File: src/rtl/nway_wb_cache.sv
// rtl/nway_wb_cache.sv - N-way set-associative write-back/write-allocate cache, true LRU, blocking miss FSM; optional CACHE_STATS_EN hit/miss counters
module nway_wb_cache #(
  parameter int NUM_SET = 4,
  parameter int NUM_WAY = 2
) (
  input  logic        clk,
  input  logic        rst,
  input  logic        MemReadM,
  input  logic        MemWriteM,
  input  logic [31:0] ALUResultM,
  input  logic [31:0] WriteDataM,
  output logic [31:0] Data,
  output logic        Hit,
  output logic        Stall,
  output logic        MemRead,
  output logic        MemWrite,
  output logic [31:0] MemAddress,
  output logic [31:0] MemWriteData,
  input  logic [31:0] MemReadData,
  input  logic        MemValid
`ifdef CACHE_STATS_EN
  ,
  output logic [31:0] HitCount,
  output logic [31:0] MissCount
`endif
);

  localparam int SET_W = $clog2(NUM_SET);
  localparam int TAG_W = 30 - SET_W;
  localparam int WAY_W = $clog2(NUM_WAY);

  typedef logic [NUM_WAY-1:0][WAY_W-1:0] ages_t;

  // Ages start as a permutation (way w has age w) so the LRU order is always total.
  function automatic ages_t init_ages();
    ages_t r;
    for (int w = 0; w < NUM_WAY; w++) r[w] = WAY_W'(w);
    return r;
  endfunction

  localparam ages_t AGE_INIT = init_ages();

  typedef enum logic [1:0] {
    S_IDLE      = 2'd0,
    S_WRITEBACK = 2'd1,
    S_FILL      = 2'd2
  } state_t;

  state_t                            state_q;
  logic [NUM_SET-1:0][NUM_WAY-1:0]   valid_q;
  logic [NUM_SET-1:0][NUM_WAY-1:0]   dirty_q;
  ages_t [NUM_SET-1:0]               age_q;
  logic [TAG_W-1:0]                  tag_q  [NUM_SET][NUM_WAY];
  logic [31:0]                       data_q [NUM_SET][NUM_WAY];

  logic                              mem_read_q;
  logic                              mem_write_q;
  logic [31:0]                       mem_addr_q;
  logic [31:0]                       mem_wdata_q;
  logic [WAY_W-1:0]                  victim_q;
  logic [31:2]                       req_addr_q;

  logic                              req;
  logic [SET_W-1:0]                  req_set;
  logic [TAG_W-1:0]                  req_tag;
  logic [SET_W-1:0]                  fill_set;
  logic [TAG_W-1:0]                  fill_tag;
  logic                              hit_any;
  logic [WAY_W-1:0]                  hit_way;
  logic [WAY_W-1:0]                  victim_way;
  logic                              victim_found;
  ages_t                             age_nxt;
  logic                              unused_byte_offset;

  assign req      = MemReadM | MemWriteM;
  assign req_set  = ALUResultM[SET_W+1:2];
  assign req_tag  = ALUResultM[31:SET_W+2];
  assign fill_set = req_addr_q[SET_W+1:2];
  assign fill_tag = req_addr_q[31:SET_W+2];

  // Lines are one word, so the byte offset never takes part in the lookup.
  assign unused_byte_offset = ^ALUResultM[1:0];

  // Tag compare across the ways of the addressed set
  always_comb begin
    hit_any = 1'b0;
    hit_way = '0;
    for (int w = 0; w < NUM_WAY; w++) begin
      if (!hit_any && valid_q[req_set][w] && (tag_q[req_set][w] == req_tag)) begin
        hit_any = 1'b1;
        hit_way = WAY_W'(w);
      end
    end
  end

  // Victim: lowest-index invalid way, otherwise the oldest way of the set
  always_comb begin
    victim_found = 1'b0;
    victim_way   = '0;
    for (int w = 0; w < NUM_WAY; w++) begin
      if (!victim_found && !valid_q[req_set][w]) begin
        victim_found = 1'b1;
        victim_way   = WAY_W'(w);
      end
    end
    if (!victim_found) begin
      for (int w = 0; w < NUM_WAY; w++) begin
        if (age_q[req_set][w] == WAY_W'(NUM_WAY - 1)) victim_way = WAY_W'(w);
      end
    end
  end

  // True-LRU ages after touching the hit way: it becomes youngest, younger ways shift up
  always_comb begin
    age_nxt = age_q[req_set];
    for (int w = 0; w < NUM_WAY; w++) begin
      if (WAY_W'(w) == hit_way) begin
        age_nxt[w] = '0;
      end else if (age_q[req_set][w] < age_q[req_set][hit_way]) begin
        age_nxt[w] = age_q[req_set][w] + 1'b1;
      end
    end
  end

  assign Hit          = hit_any;
  assign Data         = (hit_any && MemReadM) ? data_q[req_set][hit_way] : 32'h0;
  assign Stall        = req & (~hit_any | (state_q != S_IDLE));
  assign MemRead      = mem_read_q;
  assign MemWrite     = mem_write_q;
  assign MemAddress   = mem_addr_q;
  assign MemWriteData = mem_wdata_q;

  // Miss FSM with line state (valid/dirty/age) and registered memory request outputs
  always_ff @(posedge clk or posedge rst) begin
    if (rst) begin
      state_q     <= S_IDLE;
      valid_q     <= '0;
      dirty_q     <= '0;
      age_q       <= {NUM_SET{AGE_INIT}};
      mem_read_q  <= 1'b0;
      mem_write_q <= 1'b0;
      mem_addr_q  <= '0;
      mem_wdata_q <= '0;
      victim_q    <= '0;
      req_addr_q  <= '0;
    end else begin
      case (state_q)
        S_IDLE: begin
          if (req) begin
            if (hit_any) begin
              age_q[req_set] <= age_nxt;
              if (MemWriteM) dirty_q[req_set][hit_way] <= 1'b1;
            end else begin
              victim_q   <= victim_way;
              req_addr_q <= ALUResultM[31:2];
              if (valid_q[req_set][victim_way] && dirty_q[req_set][victim_way]) begin
                state_q     <= S_WRITEBACK;
                mem_write_q <= 1'b1;
                mem_addr_q  <= {tag_q[req_set][victim_way], req_set, 2'b00};
                mem_wdata_q <= data_q[req_set][victim_way];
              end else begin
                state_q    <= S_FILL;
                mem_read_q <= 1'b1;
                mem_addr_q <= {req_tag, req_set, 2'b00};
              end
            end
          end
        end
        S_WRITEBACK: begin
          if (MemValid) begin
            dirty_q[fill_set][victim_q] <= 1'b0;
            mem_write_q                 <= 1'b0;
            mem_read_q                  <= 1'b1;
            mem_addr_q                  <= {fill_tag, fill_set, 2'b00};
            state_q                     <= S_FILL;
          end
        end
        S_FILL: begin
          if (MemValid) begin
            valid_q[fill_set][victim_q] <= 1'b1;
            dirty_q[fill_set][victim_q] <= 1'b0;
            mem_read_q                  <= 1'b0;
            state_q                     <= S_IDLE;
          end
        end
        default: state_q <= S_IDLE;
      endcase
    end
  end

  // Tag/data storage: store hits write the hit way, completed fills write the victim way
  always_ff @(posedge clk) begin
    if (state_q == S_IDLE && req && hit_any && MemWriteM) begin
      data_q[req_set][hit_way] <= WriteDataM;
    end
    if (state_q == S_FILL && MemValid) begin
      tag_q[fill_set][victim_q]  <= fill_tag;
      data_q[fill_set][victim_q] <= MemReadData;
    end
  end

`ifdef CACHE_STATS_EN
  logic        retry_q;
  logic [31:0] hit_count_q;
  logic [31:0] miss_count_q;

  assign HitCount  = hit_count_q;
  assign MissCount = miss_count_q;

  // Demand hit/miss counters; the hit that completes a just-filled miss is not a new hit
  always_ff @(posedge clk or posedge rst) begin
    if (rst) begin
      retry_q      <= 1'b0;
      hit_count_q  <= '0;
      miss_count_q <= '0;
    end else begin
      if (state_q == S_FILL && MemValid) begin
        retry_q <= 1'b1;
      end else if (state_q == S_IDLE) begin
        retry_q <= 1'b0;
      end
      if (state_q == S_IDLE && req && hit_any && !retry_q) begin
        hit_count_q <= hit_count_q + 32'd1;
      end
      if (state_q == S_IDLE && req && !hit_any) begin
        miss_count_q <= miss_count_q + 32'd1;
      end
    end
  end
`endif

endmodule
File: config.mk
export PLATFORM = sky130hd
export DESIGN_NAME = nway_wb_cache
export DESIGN_NICKNAME = d
export VERILOG_FILES = /design/src/rtl/nway_wb_cache.sv
export SDC_FILE = /design/constraint.sdc
export NUM_CORES = 1
export LEC_CHECK = 0
export ABC_AREA = 1
export CAP_MARGIN = 20
export CORE_MARGIN = 2
export CORE_UTILIZATION = 53
export CTS_CLUSTER_DIAMETER = 100
export DETAILED_ROUTE_END_ITERATION = 16
export PLACE_DENSITY = 0.76
export SLEW_MARGIN = 5
export SYNTH_ARGS = -nofsm -noshare
export SYNTH_HDL_FRONTEND = slang
export SYNTH_SLANG_ARGS = --single-unit
File: constraint.sdc
create_clock -name clk -period 3.6 [get_ports clk]
set_input_delay 0.36 -clock clk [delete_from_list [all_inputs] [get_ports clk]]
set_output_delay 0.36 -clock clk [all_outputs]
set_load 0.01 [all_outputs]
==> results.json, run 1 <==
{
  "cts_buffer_depth": 3,
  "die_area_um2": 51600,
  "clock_latency_ns": 0.64,
  "cts_tree": "built",
  "layout-drive-gt1-share_pct": 13.9,
  "power_w": 0.0223,
  "r2r_end": "data_q[3][2]",
  "cts_sinks": 601,
  "crit_fanout": 13,
  "cts-root-buf": "clkbuf_16",
  "p_leak_nw": 13.8,
  "timing.fmax_mhz": 287,
  "gr-total-overflow": 0,
  "syn_inst": 2643,
  "coreArea_um2": 49100,
  "synthArstFlopShare_pct": 20.1,
  "rows": 81,
  "cpMostUsedCell": "nand2_1",
  "cts_made_buffers": 59,
  "antenna_found_initial": 1,
  "setup-violations-final": 0,
  "drt_wl_total_um": 78600,
  "crit_path_start_kind": "flip-flop",
  "vdd.ir_drop.worst_mv": 0.482,
  "critPathSlowestCell": "edfxtp_1",
  "fp.dieW_um": 227,
  "gp_congestion": 0.938,
  "critical_path_class": "reg2out",
  "start_util_pct": 53.8,
  "grt_pass1_vias": 20700,
  "slew_headroom_pct": 46.9,
  "cts_hold_buffers": 0,
  "nFillCells": 3647,
  "worst_pin_slew_ns": 0.795,
  "wire_per_inst_um": 21.2,
  "syn_to_final_growth_pct": 25.1,
  "grt_pass1_wl_um": 119000,
  "grtUsageTotal_pct": 30.6,
  "crit_chain": "nand2_1, nand2_1, nand2_1, buf_4, nand3_1, nand2_2, nand2_1, nor2_1, nand2_1, nor2_4, nand2_2, a21boi_4, buf_4, buf_12, nand2_1, a21oi_2, dlygate4sd2_1",
  "routed-via-count": 21400,
  "end_kind": "output pin",
  "finalCritPeriodShare_pct": 96.8,
  "outcome": "finished clean",
  "drt_iter0_drc": 2361,
  "nNetsFinal": 3104,
  "crit_buf_inv": 4,
  "rsz0062_at_grt": "yes",
  "ys_warn_count": 0,
  "ys_top_cells_by_area": "edfxtp_1, nand2_1, dfrtp_1",
  "rr_worst_depth": 18,
  "ys.flop_type": "edfxtp_1",
  "utilization_pct": 67.3,
  "min_path_type": "in2async",
  "tns_ns": 0,
  "maxCapViolations": 0,
  "routed_via_density": 5.76,
  "ys_ff_latch": 601,
  "syn_area_um2": 26400,
  "cp_top_family": "simple AND/OR/NAND/NOR gates",
  "path_clk_slew_ns": 0.06,
  "layout_min_cycle_time_ns": 3.48,
  "grt_max_degree": 61,
  "fin_area_um2": 33000,
  "die_h_um": 227,
  "hold_violations": 0,
  "r2r_slack_ns": 0.59,
  "dpl_cell_area_um2": 30800,
  "synth_edf_count": 480,
  "dp_hpwl_um": 51300,
  "timing.hold.ws_ns": 0.162,
  "ant_nets": 0,
  "avgSynthCellArea_um2": 9.98,
  "remaining_drc_errors": 0,
  "crit_path_max_incr_delay_ns": 0.38,
  "cp.arrival_ns": 3.12,
  "htree_levels": 2,
  "synth_area_leader_cell": "edfxtp_1",
  "drt_pass1_iterations": 8,
  "boundaryPins": 201,
  "post-synth-top-area-fraction_pct": 54.6,
  "powerDensity_nw_per_um2": 677,
  "drv_slew": 0,
  "cp.depth": 17,
  "port_buffers": 196,
  "required_ns": 3.24,
  "regToRegStartpoint": "tag_q[1][15]",
  "ys_seq_area_share_pct": 66.1,
  "yosysUniqueCellTypes": 34,
  "finClkSkew_ns": 0.0336
}
==> report_power, final <==
part | internal [W] | leakage (nW) | switching, W
Clock | 0.00395 | 1.05 | 0.00269
Sequential | 0.00916 | 5.78 | 0.000774
Combinational | 0.00212 | 6.95 | 0.00365
Total | 0.0152 | 13.8 | 0.00712
==> cell families after synthesis <==
kind of cell	Yosys count	share of synthesized area (%)
flip-flops	601	66.1
buffers and inverters	250	3.89
adder cells (fa/ha/maj)	4	0.190
AND/OR/NAND/NOR	1415	20.8
other	1	0.0142
AO/OA/AOI/OAI	372	8.93
==> per-layer routing <==
metal	track usage [%]	share of wire (%)	vias up
met5	0	0	-
met4	14.9	5.1	0
met3	4.96	8.5	238
met2	50.6	48	1203
met1	39.7	38	10300
li1	-	-	9664
==> worst max path at each step <==
stage | startpoint | endpoint
global route | tag_q[2][52] | Data[4]
finish | tag_q[0][42] | Data[4]
global placement | ALUResultM[3] | Data[19]
CTS | tag_q[2][52] | Data[15]
floorplan | ALUResultM[3] | data_q[0][32]
detailed placement | ALUResultM[3] | Data[14]
==> state kept, by name, summed over array words and instances, names as in the netlist, 2 cells and up <==
name / cells
dirty_q: 8
valid_q: 8
req_addr_q: 30
state_q: 2
MemAddress: 30
data_q: 256
age_q: 8
MemWriteData: 32
tag_q: 224
==> layout by cell type (no fill, tap or decap), types with 7 or more instances in the layout <==
master / instances
nor2_4: 19
buf_4: 187
o21ai_1: 76
clkbuf_16: 64
clkinv_2: 8
a221oi_1: 61
inv_2: 9
or2_2: 7
nand2_1: 1131
clkbuf_1: 13
o21ai_0: 103
a22o_1: 45
nand4_1: 11
a21oi_1: 39
buf_12: 34
bufinv_16: 7
nand3_1: 86
nor2_1: 132
clkdlybuf4s50_1: 161
o21a_1: 26
a21oi_2: 9
inv_1: 112
clkbuf_8: 9
edfxtp_1: 480
dfrtp_1: 117
clkbuf_2: 23
nand2_2: 15
==> cells in the mapped netlist, types with 18 or more instances <==
| master | instances |
|---|---|
| nand2_1 | 1142 |
| edfxtp_1 | 480 |
| nor2_1 | 156 |
| dfrtp_1 | 117 |
| inv_1 | 113 |
| o21ai_0 | 103 |
| nand3_1 | 87 |
| o21ai_1 | 76 |
| a221oi_1 | 61 |
| clkbuf_1 | 55 |
| a21oi_1 | 48 |
| a22o_1 | 45 |
| buf_2 | 44 |
| o21a_1 | 26 |
| buf_1 | 18 |
==> layout make-up <==
class,count,area (um2),area share (%)
multi-input cells,1793,8150,24.7
repair buffers,420,3960,12.0
flip-flops and latches,601,17400,52.9
clock inverters,25,368,1.11
inverters,124,470,1.43
clock buffers,86,1770,5.38
diodes,1,2.50,0.00758
well taps,664,831,2.52
==> metrics by stage <==
stage | instances | worst slack (ns)
6_report | 3714 | 0.117
5_1_grt | 3714 | -0.0410
4_1_cts | 3712 | 0.0143
3_5_place_dp | 3597 | -0.355
3_3_place_gp | 3597 | -0.319
2_1_floorplan | 2644 | -0.172
==> timing repair <==
| item | CTS | global route |
|---|---|---|
| pin swaps | 1 | 2 |
| cloned | 2 | 0 |
| resized for setup | 54 | 73 |
| endpoints found under the setup margin | 34 | 34 |
| buffers inserted | 2 | 1 |
No activity file was read; power rests on OpenSTA's default activity.
==> inputs of run 2 (changes only) <==
--- a/config.mk
+++ b/config.mk
@@ -9,6 +9,7 @@
 export CAP_MARGIN = 20
 export CORE_MARGIN = 2
 export CORE_UTILIZATION = 53
+export CTS_BUF_LIST = sky130_fd_sc_hd__clkbuf_8 sky130_fd_sc_hd__clkbuf_16
 export CTS_CLUSTER_DIAMETER = 100
 export DETAILED_ROUTE_END_ITERATION = 16
 export PLACE_DENSITY = 0.76
==> run 2 against run 1 <==
Effect of this change: register-to-register slack hardly changed; die area stayed put; worst hold slack better by 0.0021 ns; global-route usage stayed put; via count is 0.20% lower; largest cell class unchanged; highest routed layer unchanged; clock skew hardly changed; combinational power hardly changed; final area stayed put; setup slack better by 0.0087 ns.
==> results.json, run 2 (synthesized netlist as in run 1, its figures left out) <==
{
  "wire_per_inst_um": 21.2,
  "syn_to_final_growth_pct": 25.1,
  "place_ws_ns": -0.355,
  "cp.arrival_ns": 3.11,
  "crit_fanout": 13,
  "port_buffers": 196,
  "drt_wl_total_um": 78600,
  "post-place-cells": 3597,
  "dp_hpwl_um": 51300,
  "gr-total-overflow": 0,
  "crit_chain": "nand2_1, nand2_1, nand2_1, buf_4, nand3_1, nand2_2, nand2_1, nor2_1, nand2_1, nor2_4, nand2_2, a21boi_4, buf_4, buf_12, nand2_1, a21oi_2, dlygate4sd2_1",
  "power_w": 0.0223,
  "htree_levels": 2,
  "worst_pin_slew_ns": 0.790,
  "rsz0062_at_grt": "yes",
  "cts-root-buf": "clkbuf_16",
  "cts_hold_buffers": 0,
  "layout_common_cells": "nand2_1, edfxtp_1, buf_4",
  "critical_path_class": "reg2out",
  "cts_sinks": 601,
  "final_common_cell": "nand2_1",
  "crit_buf_inv": 4,
  "drt_iter0_drc": 2331,
  "cpMostUsedCell": "nand2_1",
  "timing.fmax_mhz": 288,
  "antenna_found_initial": 1,
  "drv_slew": 0,
  "cts_buffer_depth": 3,
  "gp_congestion": 0.938,
  "cts_tree": "built",
  "setup-violations-final": 0,
  "rows": 81,
  "outcome": "finished clean",
  "remaining_drc_errors": 0,
  "setup_ws_ns": 0.125,
  "cp_top_family": "simple AND/OR/NAND/NOR gates",
  "regMostFlops": "data_q",
  "largest_reg_flops": 256,
  "routed_via_density": 5.75,
  "hold_violations": 0,
  "min_path_type": "in2async",
  "grt_pass1_wl_um": 119000,
  "final_cells": 3714,
  "grt_pass1_vias": 20700,
  "powerDensity_nw_per_um2": 676,
  "cts_made_buffers": 59,
  "crit_path_start_kind": "flip-flop",
  "p_leak_nw": 13.8,
  "grt_max_degree": 61,
  "die_area_um2": 51600,
  "multi_input_area_um2": 8150,
  "vdd.ir_drop.worst_mv": 0.481,
  "routed-via-count": 21300,
  "start_util_pct": 53.8,
  "layout_min_cycle_time_ns": 3.47,
  "ant_nets": 0,
  "grtUsageTotal_pct": 30.6,
  "finalCritPeriodShare_pct": 96.5,
  "boundaryPins": 201,
  "slew_headroom_pct": 47.2,
  "nNetsFinal": 3104,
  "layout-drive-gt1-share_pct": 13.9,
  "register_area_um2": 17400,
  "path_clk_slew_ns": 0.06,
  "crit_path_max_incr_delay_ns": 0.38,
  "nFillCells": 3647,
  "end_kind": "output pin",
  "finClkSkew_ns": 0.0333,
  "coreArea_um2": 49100,
  "die_h_um": 227,
  "drt_pass1_iterations": 6,
  "maxCapViolations": 0,
  "required_ns": 3.24,
  "fp.dieW_um": 227,
  "critPathSlowestCell": "edfxtp_1",
  "clock_latency_ns": 0.64
}
run 2: cell count changes in the layout (fill, tap and decap cells not counted), sizes merged:
cell | previous run | this run
clkbuf | 109 | 96
inv | 125 | 138
run 2: report_power, final:
part,switching (W),internal [W],total [W],leakage (nW)
clock network,0.00270,0.00392,0.00661,1.10
registers,0.000774,0.00916,0.00993,5.78
logic,0.00366,0.00212,0.00577,6.95
total,0.00713,0.0152,0.0223,13.8
run 2: final timing paths:
path,startpoint,to,cells past startpoint,slack (ns)
max,tag_q[0][42],Data[4],17,0.13
min,rst,MemWriteData[17],2,0.16
max reg2reg,tag_q[1][15],data_q[3][31],18,0.58
min reg2reg,valid_q[4],valid_q[4],1,0.47
max in group asynchronous,rst,MemWriteData[3],3,2.64
min in group clk,ALUResultM[3],req_addr_q[3],4,0.35
run 2: what timing repair did:
action / CTS / global route
setup buffers: 2 / 1
gates cloned: 2 / 0
pin swaps: 1 / 2
resized for setup: 54 / 73
setup endpoints to repair: 34 / 34
run 2: through the flow:
stage / hold WS, ns / util [%] / instance area (um2) / setup TNS [ns]
final: 0.164 / 67.3 / 33000 / 0
after global routing: 0.227 / 67.3 / 33000 / -0.0554
after CTS: 0.178 / 67.4 / 33000 / 0
after detailed placement: 0.452 / 62.8 / 30800 / -8.46
after global placement: 0.453 / 62.8 / 30800 / -5.45
after floorplan: 0.427 / - / 26400 / -44.00
run 2: routing by layer:
layer,GRT usage (%),share of wire [%],vias up
li1,-,-,9658
met1,39.7,38,10200
met2,50.6,48,1212
met3,4.96,8.6,244
met4,14.9,5.3,0
met5,0,0,-
run 2: cell type report:
cell class | instances | area share [%]
clock buffers | 73 | 5.23
clock inverters | 38 | 1.26
multi-input cells | 1793 | 24.7
diodes | 1 | 0.00758
repair buffers | 420 | 12.0
flip-flops and latches | 601 | 52.9
well taps | 664 | 2.52
inverters | 124 | 1.43
